**src/rtl/clk_div_multi_pkg.sv**
```systemverilog
// Shared defaults and configuration validity rule for the multi-channel clock divider.
package clk_div_multi_pkg;

  localparam int DEF_WIDTH    = 28;
  localparam int DEF_NCH      = 2;
  localparam int DEF_DIV_VAL  = 20000;
  localparam int DEF_HIGH_VAL = 10000;

  // A configuration is usable when the period has at least two cycles and the
  // high time leaves at least one high and one low cycle in every period.
  function automatic logic cfg_valid(input logic [31:0] div, input logic [31:0] high);
    return (div >= 32'd2) && (high >= 32'd1) && (high < div);
  endfunction

endpackage

```
**src/rtl/clk_div_chan.sv**
```systemverilog
// One divider channel: period counter, active and shadow configuration, registered outputs.
module clk_div_chan
  import clk_div_multi_pkg::*;
#(
  parameter int WIDTH    = DEF_WIDTH,
  parameter int DEF_DIV  = DEF_DIV_VAL,
  parameter int DEF_HIGH = DEF_HIGH_VAL
) (
  input  logic             clock_in,
  input  logic             rst_n,
  input  logic             enable,
  input  logic             load,
  input  logic [WIDTH-1:0] divisor,
  input  logic [WIDTH-1:0] high_count,
  output logic             clock_out,
  output logic             tick,
  output logic             pending,
  output logic             cfg_err
);

  localparam logic [WIDTH-1:0] ONE       = WIDTH'(1);
  localparam logic [WIDTH-1:0] RST_DIV   = WIDTH'(DEF_DIV);
  localparam logic [WIDTH-1:0] RST_HIGH  = WIDTH'(DEF_HIGH);
  localparam logic [WIDTH-1:0] RST_COUNT = WIDTH'(DEF_DIV - 1);

  logic [WIDTH-1:0] counter;
  logic [WIDTH-1:0] active_div;
  logic [WIDTH-1:0] active_high;
  logic [WIDTH-1:0] shadow_div;
  logic [WIDTH-1:0] shadow_high;

  logic             load_ok;
  logic             load_bad;
  logic             wrap;
  logic [WIDTH-1:0] next_count;
  logic [WIDTH-1:0] eff_high;

  // Classify the load strobe and work out the next counter value; on a wrap with a
  // pending config the new high time already governs the first cycle of the period.
  always_comb begin
    load_ok    = load && cfg_valid(32'(divisor), 32'(high_count));
    load_bad   = load && !cfg_valid(32'(divisor), 32'(high_count));
    wrap       = (counter == (active_div - ONE));
    next_count = wrap ? '0 : (counter + ONE);
    eff_high   = (wrap && pending) ? shadow_high : active_high;
  end

  // Counter, configuration double-buffer and registered outputs for this channel.
  always_ff @(posedge clock_in or negedge rst_n) begin
    if (!rst_n) begin
      counter     <= RST_COUNT;
      active_div  <= RST_DIV;
      active_high <= RST_HIGH;
      shadow_div  <= RST_DIV;
      shadow_high <= RST_HIGH;
      clock_out   <= 1'b0;
      tick        <= 1'b0;
      pending     <= 1'b0;
      cfg_err     <= 1'b0;
    end else begin
      if (enable) begin
        counter   <= next_count;
        clock_out <= (next_count < eff_high);
        tick      <= wrap;
        if (wrap && pending) begin
          active_div  <= shadow_div;
          active_high <= shadow_high;
          pending     <= 1'b0;
        end
        if (load_ok) begin
          shadow_div  <= divisor;
          shadow_high <= high_count;
          pending     <= 1'b1;
        end
      end else begin
        clock_out <= 1'b0;
        tick      <= 1'b0;
        if (load_ok) begin
          active_div  <= divisor;
          active_high <= high_count;
          counter     <= divisor - ONE;
          pending     <= 1'b0;
        end else if (pending) begin
          active_div  <= shadow_div;
          active_high <= shadow_high;
          counter     <= shadow_div - ONE;
          pending     <= 1'b0;
        end else begin
          counter <= active_div - ONE;
        end
      end
      if (load_ok) begin
        cfg_err <= 1'b0;
      end else if (load_bad) begin
        cfg_err <= 1'b1;
      end
    end
  end

endmodule

```
**src/rtl/clk_div_multi.sv**
```systemverilog
// Multi-channel programmable clock divider: one independent clk_div_chan per channel.
module clk_div_multi
  import clk_div_multi_pkg::*;
#(
  parameter int NCH      = DEF_NCH,
  parameter int WIDTH    = DEF_WIDTH,
  parameter int DEF_DIV  = DEF_DIV_VAL,
  parameter int DEF_HIGH = DEF_HIGH_VAL
) (
  input  logic                 clock_in,
  input  logic                 rst_n,
  input  logic [NCH-1:0]       enable,
  input  logic [NCH-1:0]       load,
  input  logic [NCH*WIDTH-1:0] divisor,
  input  logic [NCH*WIDTH-1:0] high_count,
  output logic [NCH-1:0]       clock_out,
  output logic [NCH-1:0]       tick,
  output logic [NCH-1:0]       pending,
  output logic [NCH-1:0]       cfg_err
);

  for (genvar i = 0; i < NCH; i++) begin : g_chan
    clk_div_chan #(
      .WIDTH   (WIDTH),
      .DEF_DIV (DEF_DIV),
      .DEF_HIGH(DEF_HIGH)
    ) u_chan (
      .clock_in  (clock_in),
      .rst_n     (rst_n),
      .enable    (enable[i]),
      .load      (load[i]),
      .divisor   (divisor[i*WIDTH +: WIDTH]),
      .high_count(high_count[i*WIDTH +: WIDTH]),
      .clock_out (clock_out[i]),
      .tick      (tick[i]),
      .pending   (pending[i]),
      .cfg_err   (cfg_err[i])
    );
  end

endmodule

```
**config.mk**
```make
export PLATFORM = sky130hd
export DESIGN_NAME = clk_div_multi
export DESIGN_NICKNAME = d
export VERILOG_FILES = /design/src/rtl/clk_div_multi_pkg.sv /design/src/rtl/clk_div_chan.sv /design/src/rtl/clk_div_multi.sv
export SDC_FILE = /design/constraint.sdc
export NUM_CORES = 1
export LEC_CHECK = 0
export ABC_AREA = 1
export BUFFER_PORTS_ARGS = -buffer_cell sky130_fd_sc_hd__buf_4
export CAP_MARGIN = 25
export CORE_AREA = 2 2 232 234
export DETAILED_ROUTE_END_ITERATION = 12
export DIE_AREA = 0 0 234 236
export GPL_ROUTABILITY_DRIVEN = 0
export HOLD_SLACK_MARGIN = 0.03
export PLACE_DENSITY_LB_ADDON = 0.2
export REMOVE_ABC_BUFFERS = 1
export SYNTH_ARGS = -nofsm -noshare
export SYNTH_HDL_FRONTEND = slang
export SYNTH_SLANG_ARGS = --single-unit
```
**constraint.sdc**
```tcl
create_clock -name clock_in -period 4.6 [get_ports clock_in]
set_input_delay 0.23 -clock clock_in [delete_from_list [all_inputs] [get_ports clock_in]]
set_output_delay 0.23 -clock clock_in [all_outputs]
set_load 0.02 [all_outputs]
```
; ---- Yosys cells after proc, flatten, opt, wreduce, memory -nomap -nowiden
; Index checks and enable logic that the tools add are counted.
[op_classes]
add_sub_neg = 8
magnitude_cmp = 8
n_eq_ne = 6
muxes = 38
reduce_logical = 20
[op_table]
columns = cell, n
row1 = 28-bit two-way mux, 24
row2 = 28-bit by 1-bit subtractor with 28-bit output (second input constant), 6
row3 = 28-bit < comparator, 4
row4 = 28-bit by 1-bit adder with 28-bit output (second input constant), 2
row5 = 28-bit equality test, 2
row6 = 28-bit by 1-bit greater-or-equal comparator with 1-bit output (second input constant), 2
row7 = 28-bit by 2-bit greater-or-equal comparator with 1-bit output (second input constant), 2
row8 = 1-bit two-way mux, 14
row9 = 1-bit logical AND, 10
row10 = 2-bit AND reduction, 4
row11 = 3-bit by 1-bit inequality test with 1-bit output (second input constant), 2
row12 = 3-bit nonzero test, 2
row13 = 2-bit by 1-bit inequality test with 1-bit output (second input constant), 2
row14 = 2-bit nonzero test, 2
row15 = 1-bit logical NOT, 2
[word_totals]
ff_bits = 288
in_bits = 118
out_inout_bits = 8
wordCells = 98

; ---- Logic depth before layout (Yosys ltp)
; Gate-level depths: netlist of the first run.
[logic_depth]
ltp_word = 7
mapped_depth = 28
mapped_depth_nobuf = 27

; ---- Cells and area by module
; A second synthesis of the first run with hierarchy kept.
[hier_totals]
hier_cells = 3542
area_unflattened_um2 = 23670.2
[modules_own_cells]
columns = module, instances, cells_each, area_each_um2, seq_area_each_um2
row1 = clk_div_chan, 2, 1771, 11835.1, 3639.7

; ---- Least setup slack after synthesis of the first run
; Ideal clock, no wire load.
[synth_path]
kind = register to register
start = register g_chan[1].u_chan.active_div[0]
end = register g_chan[1].u_chan.clock_out
setup_time_ns = 0.077
arrival_time_ns = 3.176
t_required_ns = 4.523
slack_ns = 1.346
stages_incl_launch_ff = 26
n_path_buf = 1
synth_period_minus_slack_ns = 3.254
cell_sequence = dfrtp_1 -> inv_2 -> ha_1 -> nand2_1 -> nor2_2 -> nand2_1 -> nand2_1 -> nand2_1 -> nand2_1 -> nand2_1 -> nor2_1 -> nand2_1 -> nor2_1 -> nand3_1 -> nor2_2 -> nand2_1 -> buf_2 -> nand2_1 -> inv_1 -> ha_1 -> a21oi_1 -> nor2_1 -> a211oi_1 -> o221a_2 -> nand2_1 -> a21oi_1
[synth_via]
elab_chain_cells = 6
elab_cells_between_ends = 7
classes_between = add/sub (1) / order compare (1) / eq/ne (1) / mux (3) / reduce/logical (1)
[synth_lines]
columns = item, line_no
row1 = from (decl), clk_div_chan.sv:27  ; logic [WIDTH-1:0] active_div;
row2 = from (signal assigned), clk_div_chan.sv:66  ; active_div <= shadow_div;
row3 = from (signal assigned), clk_div_chan.sv:79  ; active_div <= divisor;
row4 = from (signal assigned), clk_div_chan.sv:84  ; active_div <= shadow_div;
row5 = 28-bit by 1-bit subtractor with 28-bit output *, clk_div_chan.sv:43  ; wrap = (counter == (active_div - ONE));
row6 = 28-bit equality test *, clk_div_chan.sv:43
row7 = 1-bit logical AND, clk_div_chan.sv:45  ; eff_high = (wrap && pending) ? shadow_high : active_high;
row8 = 28-bit two-way mux, --
row9 = 28-bit < comparator *, clk_div_chan.sv:63  ; clock_out <= (next_count < eff_high);
row10 = 1-bit two-way mux *, clk_div_chan.sv:61  ; if (enable) begin
row11 = to (signal assigned), clk_div_chan.sv:63
row12 = to (decl), clk_div_chan.sv:15  ; output logic clock_out,
; Mark *: on every way between the ends. The rest lies on a longest branch, timed or not.
; A chain may end at the register's enable or synchronous reset.

; ---- Worst setup path in the final report of the first run
[layout_path]
start = register g_chan[0].u_chan.active_div[0]
end = register g_chan[0].u_chan.clock_out
[layout_via]
elab_chain_cells = 6
elab_cells_between_ends = 7
classes_between = add/sub (1) / order compare (1) / eq/ne (1) / mux (3) / reduce/logical (1)
[layout_lines]
columns = item, line_no
row1 = from (decl), clk_div_chan.sv:27
row2 = from (signal assigned), clk_div_chan.sv:66
row3 = from (signal assigned), clk_div_chan.sv:79
row4 = from (signal assigned), clk_div_chan.sv:84
row5 = 28-bit by 1-bit subtractor with 28-bit output *, clk_div_chan.sv:43
row6 = 28-bit equality test *, clk_div_chan.sv:43
row7 = 1-bit logical AND, clk_div_chan.sv:45
row8 = 28-bit two-way mux, clk_div_chan.sv:45
row9 = 28-bit < comparator *, clk_div_chan.sv:63
row10 = 1-bit two-way mux *, clk_div_chan.sv:61
row11 = to (signal assigned), clk_div_chan.sv:63
row12 = to (decl), clk_div_chan.sv:15
; Marked as above.

==> results by group, run 1 <==
CTS
  • Clock transition at the registers of the reported paths: about 0.060 ns
  • H-Tree Depth: 2
  • CTS Sinks: about 290
  • Number of buffers between clock root and the deepest sink: 3
  • Inserted Clock Buffers: 39
  • Clock tree from TritonCTS: done
  • Clock insertion delay at the later pin of the skew report: roughly 0.58 ns
  • Post-CTS resize count: 0
  • Root Driver: sky130_fd_sc_hd__clkbuf_16

Synthesis
  • Number of enable flip-flop cells after synthesis: 0
  • Synthesized cell area: roughly 23000 um2
  • Xor and xnor area share after synthesis: 4.10%
  • Adder-cell share of the synthesized area: 6.40%
  • Basic-gate share of the synthesized area counting and, or, nand and nor cells: 33.1%
  • Synth Area in Compound Gates: 14.6%
  • Post-synthesis sequential element count: about 290
  • Async set-reset flop share out of synthesis: 100%
  • Multiplexer share of the synthesized area: approximately 1.5%
  • Combinational family with the most area after synthesis: simple AND/OR/NAND/NOR gates
  • Most used flip-flop cell after synthesis: sky130_fd_sc_hd__dfrtp_1
  • Library cells used by synthesis: 65
  • Avg Inst Size Synth: 6.79 um2
  • Number of warnings reported in the yosys synthesis log: 0
  • Synthesized instance count: 3395
  • Share of the yosys chip area belonging to registers: between 30% and 40%

Timing
  • Measured slew at the worst slew-check pin: approximately 0.98 ns
  • Maximum clock skew at final layout: approximately 0.029 ns
  • Number of endpoints failing setup at the final stage: 0
  • Final critical-path share of the clock period: roughly nine tenths
  • Max Clk Rate: 243 MHz
  • Number of endpoints with negative hold slack in the final report: 0
  • Final worst path period need: between 4 and 5 ns
  • Final max-slew violation count: 0
  • Setup repair after global routing missed its margin: false
  • Setup slack after layout: 0.488 ns
  • Max_slew headroom: roughly 34%

Setup path
  • Critical path data required time: between 5 and 6 ns
  • Most frequent cell on the critical path: sky130_fd_sc_hd__nand2_1
  • Critical path fanouts, max: 13
  • Critical Path End Type: flip-flop
  • Master of the slowest instance on the critical path: sky130_fd_sc_hd__dfrtp_1
  • Delay of the slowest cell on the worst path: ~0.4 ns
  • CP startpoint kind: flip-flop
  • Cell-by-cell listing of the critical path: inv_2, ha_1, nand2_1, nor2_1, nand2_1, nand2_1, nand2_1, nand2_1, nand3_1, nor2_1, nand3_1, nor2_2, nand2_1, inv_1, buf_4, nor2_1, ha_1, a211oi_1, o21ai_0, a211o_1, a21oi_1
  • Setup CP Type: flip-flop to flip-flop
  • Data arrival time of the critical path: 4.60 ns

Route
  • Number of vias per cell after detailed routing: 5.57
  • Final wirelength: roughly 84000 um
  • Routed Antenna Nets: 0
  • Drt wl/cell: between 15 and 20 um
  • Number of detailed-routing iterations run before antenna repair: 5
  • Via count of the routed design: 23800
  • First DRT Iteration DRCs: between 2000 and 2500
  • DRC violation count after routing: 0

Floorplan
  • Area enclosed by the die boundary: around 55000 um2
  • Core region area: 53100 um2
  • Starting utilization of the core area: roughly 43%
  • Number of placement rows: 85
  • Floorplan die width: 234 um
  • Chip Height: approximately 240 um
  • IO Count: approximately 130

Run status
  • Status: complete, no violations

Global routing
  • Global-route wire length before repair: between 100000 and 150000 um
  • Largest net degree at the start of global routing: a little over 90
  • Global-route usage over all layers: between 30 and 40%
  • Number of antenna violations at the first check in global routing: 2
  • Via count of the first global-routing pass: 22600
  • GRT Residual Overflow: 0

Placement
  • HPWL reported at the end of detailed placement: approximately 63000 um
  • # port buffers: around 130
  • Setup Slack @ Placement: about 0.55 ns
  • Instance area after placement: ~25000 um2

Pwr
  • Reported leakage power: around 13 nW
  • Worst IR drop on VDD: ~330 uV
  • Cell Pwr Density: 437 nW/um2

Final layout
  • Area grow syn2layout: 16.1%
  • Design Area, Final: between 20000 and 30000 um2
  • Layout cell share with drive strength beyond 1: between 10% and 20%
  • Fin nets: 3787

Min path
  • Class of the most critical hold timing path: primary input to flip-flop

Flow run
  • Max Cap Violations: 0
flip-flops by register name, summed over array words and instances (netlist names):
name / flops
g_chan.u_chan.shadow_div: 56
g_chan.u_chan.tick: 2
g_chan.u_chan.active_high: 56
g_chan.u_chan.pending: 2
g_chan.u_chan.active_div: 56
g_chan.u_chan.shadow_high: 56
g_chan.u_chan.counter: 56
g_chan.u_chan.clock_out: 2
g_chan.u_chan.cfg_err: 2
cells in the mapped netlist, types with 17 or more instances:
library cell               number  area, um2
sky130_fd_sc_hd__nor3_1        51        255
sky130_fd_sc_hd__nand2_1      900       3380
sky130_fd_sc_hd__ha_1         118       1480
sky130_fd_sc_hd__dfrtp_1      230       5760
sky130_fd_sc_hd__o21ai_2       28        245
sky130_fd_sc_hd__xor2_1        88        771
sky130_fd_sc_hd__o211ai_1      41        308
sky130_fd_sc_hd__buf_2         17       85.1
sky130_fd_sc_hd__o22ai_1       22        138
sky130_fd_sc_hd__inv_1        357       1340
sky130_fd_sc_hd__a31oi_1       32        200
sky130_fd_sc_hd__o21ai_1       28        140
sky130_fd_sc_hd__or2_1         20        125
sky130_fd_sc_hd__a21oi_1      132        661
sky130_fd_sc_hd__nor2_1       419       1570
sky130_fd_sc_hd__nor4_1        38        238
sky130_fd_sc_hd__dfstp_2       58       1520
sky130_fd_sc_hd__nand4_1       67        419
sky130_fd_sc_hd__o21ai_0      226       1130
sky130_fd_sc_hd__mux2i_1       26        260
sky130_fd_sc_hd__nand3_1      213       1070
sky130_fd_sc_hd__clkbuf_1      82        308
worst paths after layout:
check                                                                   end  slack (ns)                                        start  cells after the start
min in group asynchronous        g_chan[0].u_chan.shadow_div[1]$_DFFE_PN0P_        0.23                                        rst_n                      2
worst max-delay path                   g_chan[0].u_chan.clock_out$_DFF_PN0_        0.49   g_chan[0].u_chan.active_div[0]$_DFFE_PN0P_                     21
worst min register to register  g_chan[0].u_chan.shadow_high[8]$_DFFE_PN1P_        0.47  g_chan[0].u_chan.shadow_high[8]$_DFFE_PN1P_                      2
worst min-delay path             g_chan[0].u_chan.shadow_div[8]$_DFFE_PN0P_        0.05                                   divisor[8]                      3
worst max register to register         g_chan[0].u_chan.clock_out$_DFF_PN0_        0.49   g_chan[0].u_chan.active_div[0]$_DFFE_PN0P_                     21
max in group asynchronous       g_chan[1].u_chan.shadow_high[9]$_DFFE_PN1P_        3.29                                        rst_n                      3
where the power goes:
group / total, mW / switching [mW] / internal [mW]
Clock: 3.25 / 1.24 / 2.01
Combinational: 4.55 / 2.96 / 1.59
Sequential: 3.91 / 0.670 / 3.24
metrics by stage:
step | hold WS (ns) | cells | util [%] | total power [mW] | setup TNS, ns
after floorplan | -0.0656 | 3270 | - | 6.82 | -33.04
after global routing | 0.0627 | 4277 | 50.4 | 12.5 | 0
after CTS | 0.0302 | 4276 | 50.4 | 11.7 | 0
after global placement | 0.304 | 4126 | 46.4 | 8.30 | 0
after detailed placement | 0.305 | 4126 | 46.4 | 8.31 | 0
final | 0.0499 | 4278 | 50.4 | 11.7 | 0
layout by cell type (no fill, tap or decap), types with 10 or more instances in the layout:
cell and n:
sky130_fd_sc_hd__dfrtp_1 230, sky130_fd_sc_hd__a211oi_1 10, sky130_fd_sc_hd__o211ai_1 41, sky130_fd_sc_hd__nor2_2 11, sky130_fd_sc_hd__o21ai_1 28, sky130_fd_sc_hd__o21ai_2 28, sky130_fd_sc_hd__nand2_1 898, sky130_fd_sc_hd__buf_4 155
sky130_fd_sc_hd__xor2_1 88, sky130_fd_sc_hd__or2_1 20, sky130_fd_sc_hd__dlygate4sd3_1 80, sky130_fd_sc_hd__nor3_1 51, sky130_fd_sc_hd__nor2_1 417, sky130_fd_sc_hd__o21ai_0 226, sky130_fd_sc_hd__o22ai_1 22, sky130_fd_sc_hd__nand4_1 67
sky130_fd_sc_hd__a31oi_1 32, sky130_fd_sc_hd__xnor2_1 13, sky130_fd_sc_hd__nor4_1 38, sky130_fd_sc_hd__nor2_4 10, sky130_fd_sc_hd__or2_2 10, sky130_fd_sc_hd__nand3_1 212, sky130_fd_sc_hd__clkbuf_16 41, sky130_fd_sc_hd__ha_1 118
sky130_fd_sc_hd__inv_1 357, sky130_fd_sc_hd__nand2_2 14, sky130_fd_sc_hd__clkbuf_1 10, sky130_fd_sc_hd__a22oi_1 10, sky130_fd_sc_hd__o221ai_1 15, sky130_fd_sc_hd__mux2i_1 26, sky130_fd_sc_hd__dfstp_2 58, sky130_fd_sc_hd__a21oi_1 131
per-layer routing:
| metal | GRT usage, % | wire length, um | vias to the layer above |
|---|---|---|---|
| li1 | - | - | 11500 |
| met1 | 43.1 | 37200 | 11100 |
| met2 | 46.7 | 36700 | 1045 |
| met3 | 4.12 | 6550 | 178 |
| met4 | 11.1 | 3070 | 0 |
| met5 | 0 | 0 | - |
cell families (layout without fill, tap and decap cells):
kind of cell,after synthesis,count (layout)
AND/OR/NAND/NOR,1777,1777
buffers and inverters,498,683
other,0,2
AO/OA/AOI/OAI,577,577
adder cells (fa/ha/maj),118,118
XOR/XNOR,104,104
flip-flops,288,288
multiplexers,33,33
critical path: cells and delay by family (launching register included):
kind,cells,cell delay [ns]
flip-flops,1,0.40
adder cells (fa/ha/maj),2,0.53
AND/OR/NAND/NOR,12,1.60
buffers and inverters,3,0.75
AO/OA/AOI/OAI,4,0.74
layout make-up:
| cell class | instances | area (um2) |
|---|---|---|
| fillers | 5368 | 26300 |
| clock buffers | 57 | 1150 |
| clock inverters | 13 | 196 |
| flip-flops and latches | 288 | 7280 |
| inverters | 373 | 1410 |
| multi-input cells | 2609 | 13800 |
| repair buffers | 240 | 2060 |
| diodes | 2 | 5.00 |
| well taps | 696 | 871 |
timing repair:
| item | in CTS | in global routing |
|---|---|---|
| setup buffers | 0 | 0 |
| hold buffers | 80 | 0 |
| endpoints found under the setup margin | 0 | 0 |
| endpoints found under the hold margin | 187 | 0 |
No activity file was read; power rests on OpenSTA's default activity.
==> inputs of run 2 (changes only) <==
--- a/config.mk
+++ b/config.mk
@@ -6,11 +6,11 @@
 export NUM_CORES = 1
 export LEC_CHECK = 0
 export ABC_AREA = 1
-export BUFFER_PORTS_ARGS = -buffer_cell sky130_fd_sc_hd__buf_4
 export CAP_MARGIN = 25
-export CORE_AREA = 2 2 232 234
+export CORE_AREA = 2 2 230 232
 export DETAILED_ROUTE_END_ITERATION = 12
-export DIE_AREA = 0 0 234 236
+export DIE_AREA = 0 0 232 234
+export DONT_BUFFER_PORTS = 1
 export GPL_ROUTABILITY_DRIVEN = 0
 export HOLD_SLACK_MARGIN = 0.03
 export PLACE_DENSITY_LB_ADDON = 0.2
==> run 2 against run 1 <==
Net effect:
- setup slack got worse by 0.18 ns
- critical endpoint is now g_chan[1].u_chan.clock_out$_DFF_PN0_
- first-iteration DRC count rose by 8.4%
- critical path depth increased by 3
- worst hold slack got worse by 0.65 ns
- the flow now finishes with violations (hold timing)
- largest power group unchanged
- wire length increased by 6.6%
- largest cell class unchanged
==> results by group, run 2 (same netlist as run 1, synthesis figures left out) <==
Run status
  • Status: complete, but fails checks (was complete, no violations)
  • Violations in the final reports: hold timing

Setup path
  • Capturing instance or port of the critical path: g_chan[1].u_chan.clock_out$_DFF_PN0_ (was g_chan[0].u_chan.clock_out$_DFF_PN0_)
  • Critical path fanouts, max: 22 (was 13)
  • Worst-case register-to-register setup slack: 0.31 ns (was 0.49 ns)
  • Critical path data required time: 5.10 ns (was 5.09 ns)
  • Worst reg2reg path endpoint: g_chan[1].u_chan.clock_out$_DFF_PN0_ (was g_chan[0].u_chan.clock_out$_DFF_PN0_)
  • Worst setup startpoint: g_chan[1].u_chan.active_div[0]$_DFFE_PN0P_ (was g_chan[0].u_chan.active_div[0]$_DFFE_PN0P_)
  • Data arrival time of the critical path: 4.78 ns (was 4.60 ns)
  • Startpoint of the lowest-slack register-to-register path: g_chan[1].u_chan.active_div[0]$_DFFE_PN0P_ (was g_chan[0].u_chan.active_div[0]$_DFFE_PN0P_)
  • Path depth of the worst reg2reg path: 24 (was 21)
  • Critical Path End Type: flip-flop (unchanged)
  • CP startpoint kind: flip-flop (unchanged)
  • Setup CP Type: flip-flop to flip-flop (unchanged)

Final layout
  • Layout cell share with drive strength beyond 1: 7.49% (was 10.8%)
  • Number of standard cells in the layout, taps in and fillers out: 4184 (was 4278)
  • Filler Cell Count: 5197 (was 5368)
  • Fin nets: 3703 (was 3787)
  • Leading cell type in the layout, fill and taps excluded: sky130_fd_sc_hd__nand2_1 (unchanged)
  • Design Area, Final: 26000 um2 (was 26800 um2)
  • Highest-count cells in the layout ignoring fill and taps: 898 x sky130_fd_sc_hd__nand2_1, 415 x sky130_fd_sc_hd__nor2_1, 356 x sky130_fd_sc_hd__inv_1, 229 x sky130_fd_sc_hd__dfrtp_1, 226 x sky130_fd_sc_hd__o21ai_0 (was 898 x sky130_fd_sc_hd__nand2_1, 417 x sky130_fd_sc_hd__nor2_1, 357 x sky130_fd_sc_hd__inv_1, 230 x sky130_fd_sc_hd__dfrtp_1, 226 x sky130_fd_sc_hd__o21ai_0)
  • Antenna Diode Count: 0 (was 2)
  • Finished Core Util: 50.0% (was 50.4%)
  • Area grow syn2layout: 12.9% (was 16.1%)

CTS
  • CTS Sinks: 288 (unchanged)
  • Clock insertion delay at the later pin of the skew report: 0.57 ns (was 0.58 ns)
  • Hold-fix buffer count after cts: 118 (was 80)
  • Setup Buffers After CTS: 0 (unchanged)
  • Inserted Clock Buffers: 37 (was 39)
  • Number of buffers between clock root and the deepest sink: 3 (unchanged)
  • Root Driver: sky130_fd_sc_hd__clkbuf_16 (unchanged)
  • Clock tree from TritonCTS: done (unchanged)
  • H-Tree Depth: 2 (unchanged)
  • Clock transition at the registers of the reported paths: 0.06 ns (about the same)

Pwr
  • Sequential group share of total power: 34.9% (was 33.4%)
  • Comb power frac: 39.5% (was 38.9%)
  • Total design power: 11.3 mW (was 11.7 mW)
  • Worst IR drop on VDD: 303 uV (was 332 uV)
  • Switching fraction of total power: 42.7% (was 41.6%)
  • Internal portion of total power: 6.46 mW (was 6.83 mW)
  • Cell Pwr Density: 434 nW/um2 (was 437 nW/um2)
  • Clock power share: 25.6% (was 27.7%)
  • Reported leakage power: 12.4 nW (was 12.9 nW)
  • Switching Power: 4.82 mW (was 4.87 mW)

Route
  • Number of vias per cell after detailed routing: 5.89 (was 5.57)
  • Via count of the routed design: 24600 (was 23800)
  • Final wirelength: 89000 um (was 83500 um)
  • Number of detailed-routing iterations run before antenna repair: 6 (was 5)
  • DRC violation count after routing: 0 (unchanged)
  • Drt wl/cell: 21.3 um (was 19.5 um)
  • First DRT Iteration DRCs: 2514 (was 2319)
  • Routed Antenna Nets: 0 (unchanged)

Global routing
  • GRT Residual Overflow: 0 (unchanged)
  • Global-route usage over all layers: 32.4% (was 30.3%)
  • Number of antenna violations at the first check in global routing: 1 (was 2)
  • Largest net degree at the start of global routing: 289 (was 91)
  • Global-route wire length before repair: 136000 um (was 130000 um)
  • Via count of the first global-routing pass: 23600 (was 22600)

Timing
  • Measured slew at the worst slew-check pin: 1.15 ns (was 0.978 ns)
  • Final critical-path share of the clock period: 93.2% (was 89.4%)
  • Max_slew headroom: 23.3% (was 34.2%)
  • Post-Route Hold Slack: -0.597 ns (was 0.0499 ns)
  • Final max-slew violation count: 0 (unchanged)
  • Max Clk Rate: 233 MHz (was 243 MHz)
  • Number of endpoints with negative hold slack in the final report: 288 (was 0)
  • Maximum clock skew at final layout: 0.0235 ns (was 0.0285 ns)
  • Number of endpoints failing setup at the final stage: 0 (unchanged)
  • Setup repair after global routing missed its margin: false (unchanged)
  • Final worst path period need: 4.29 ns (was 4.11 ns)

Floorplan
  • IO Count: 126 (unchanged)
  • Chip Height: 234 um (was 236 um)
  • Floorplan die width: 232 um (was 234 um)
  • Core region area: 52000 um2 (was 53100 um2)
  • Area enclosed by the die boundary: 54300 um2 (was 55200 um2)
  • Number of placement rows: 84 (was 85)
  • Starting utilization of the core area: 44.3% (was 43.4%)

Placement
  • HPWL reported at the end of detailed placement: 65500 um (was 63200 um)
  • Instance area after placement: 23700 um2 (was 24600 um2)
  • Number of placed instances, taps included: 3998 (was 4126)
  • # port buffers: 0 (was 125)

Min path
  • Class of the most critical hold timing path: primary input to async pin (was primary input to flip-flop)

Flow run
  • Max Cap Violations: 0 (unchanged)
==> run 2: cell types whose count changed in the layout (fill, tap and decap cells not counted), sizes merged <==
| cell | previous run | this run |
|---|---|---|
| dlygate4sd3 | 80 | 118 |
| bufinv | 5 | 0 |
| buf | 160 | 40 |
| clkinvlp | 1 | 2 |
| clkinv | 13 | 8 |
| clkbuf | 57 | 64 |
| diode | 2 | 0 |
==> run 2: repair_timing <==
item,in CTS,in global routing
resized for setup,0,4
endpoints found under the setup margin,0,2
hold endpoints to repair,504,288
==> run 2: worst max-delay path, stage by stage (launching register included) <==
cell,delay (ns)
sky130_fd_sc_hd__dfrtp_1,0.43
sky130_fd_sc_hd__inv_2,0.10
sky130_fd_sc_hd__ha_1,0.25
sky130_fd_sc_hd__nand2_1,0.14
sky130_fd_sc_hd__nor2_2,0.20
sky130_fd_sc_hd__nand2_1,0.08
sky130_fd_sc_hd__nand2_1,0.10
sky130_fd_sc_hd__nand2_1,0.14
sky130_fd_sc_hd__nand2_1,0.14
sky130_fd_sc_hd__nand2_1,0.06
sky130_fd_sc_hd__nor2_1,0.13
sky130_fd_sc_hd__nand2_1,0.07
sky130_fd_sc_hd__nor2_1,0.10
sky130_fd_sc_hd__nand2_1,0.09
sky130_fd_sc_hd__nor2_4,0.14
sky130_fd_sc_hd__nand3_4,0.41
sky130_fd_sc_hd__mux2i_1,0.63
sky130_fd_sc_hd__ha_1,0.34
sky130_fd_sc_hd__nand2_1,0.11
sky130_fd_sc_hd__nor2_1,0.07
sky130_fd_sc_hd__nand2_1,0.07
sky130_fd_sc_hd__o211ai_1,0.09
sky130_fd_sc_hd__nand2_1,0.07
sky130_fd_sc_hd__o2111ai_1,0.09
sky130_fd_sc_hd__a21oi_1,0.15
==> run 2: layout make-up <==
type                       count  area (um2)  share of cell area, %
multi-input combinational   2609       13800                   53.1
sequential                   288        7280                   28.0
timing repair buffer         158        1490                   5.74
inverter                     373        1410                   5.41
clock buffer                  64        1140                   4.38
tap                          688         861                   3.31
clock inverter                 4        28.8                  0.111
==> run 2: stage by stage <==
stage | TNS, ns | setup slack (ns)
3_5_place_dp | 0 | 0.356
6_report | 0 | 0.312
3_3_place_gp | 0 | 0.412
2_1_floorplan | -33.04 | -1.16
4_1_cts | 0 | 0.330
5_1_grt | 0 | 0.0365
==> run 2: metal layers <==
| metal | part of all wire [%] | vias up | GRT usage [%] |
|---|---|---|---|
| met5 | 0.016 | - | 0 |
| met3 | 9.3 | 296 | 6.49 |
| li1 | - | 11400 | - |
| met1 | 40 | 11600 | 41.5 |
| met4 | 6.0 | 2 | 17.8 |
| met2 | 44 | 1382 | 51.5 |
==> run 2: how the worst min path moves through the flow <==
| stage | from | endpoint | slack, ns | depth (start not counted) |
|---|---|---|---|---|
| after detailed placement | rst_n | g_chan[0].u_chan.active_high[6]$_DFFE_PN0N_ | -0.04 | 0 |
| after global routing | rst_n | g_chan[0].u_chan.shadow_high[0]$_DFFE_PN0P_ | -0.63 | 0 |
| after CTS | rst_n | g_chan[0].u_chan.shadow_high[7]$_DFFE_PN0P_ | -0.64 | 0 |
| after global placement | rst_n | g_chan[0].u_chan.active_high[7]$_DFFE_PN0N_ | -0.04 | 0 |
| after floorplan | rst_n | g_chan[0].u_chan.active_div[0]$_DFFE_PN0P_ | -0.07 | 0 |
| final | rst_n | g_chan[0].u_chan.shadow_high[0]$_DFFE_PN0P_ | -0.60 | 0 |
==> run 2: power groups by stage <==
stage          Sequential, mW  Combinational, mW  Clock (mW)
3_5_place_dp             3.94               4.21           0
3_3_place_gp             3.93               4.15           0
4_1_cts                  3.91               4.35        2.92
2_1_floorplan            3.75               3.07           0
6_report                 3.94               4.46        2.89
5_1_grt                  4.01               4.97        3.04
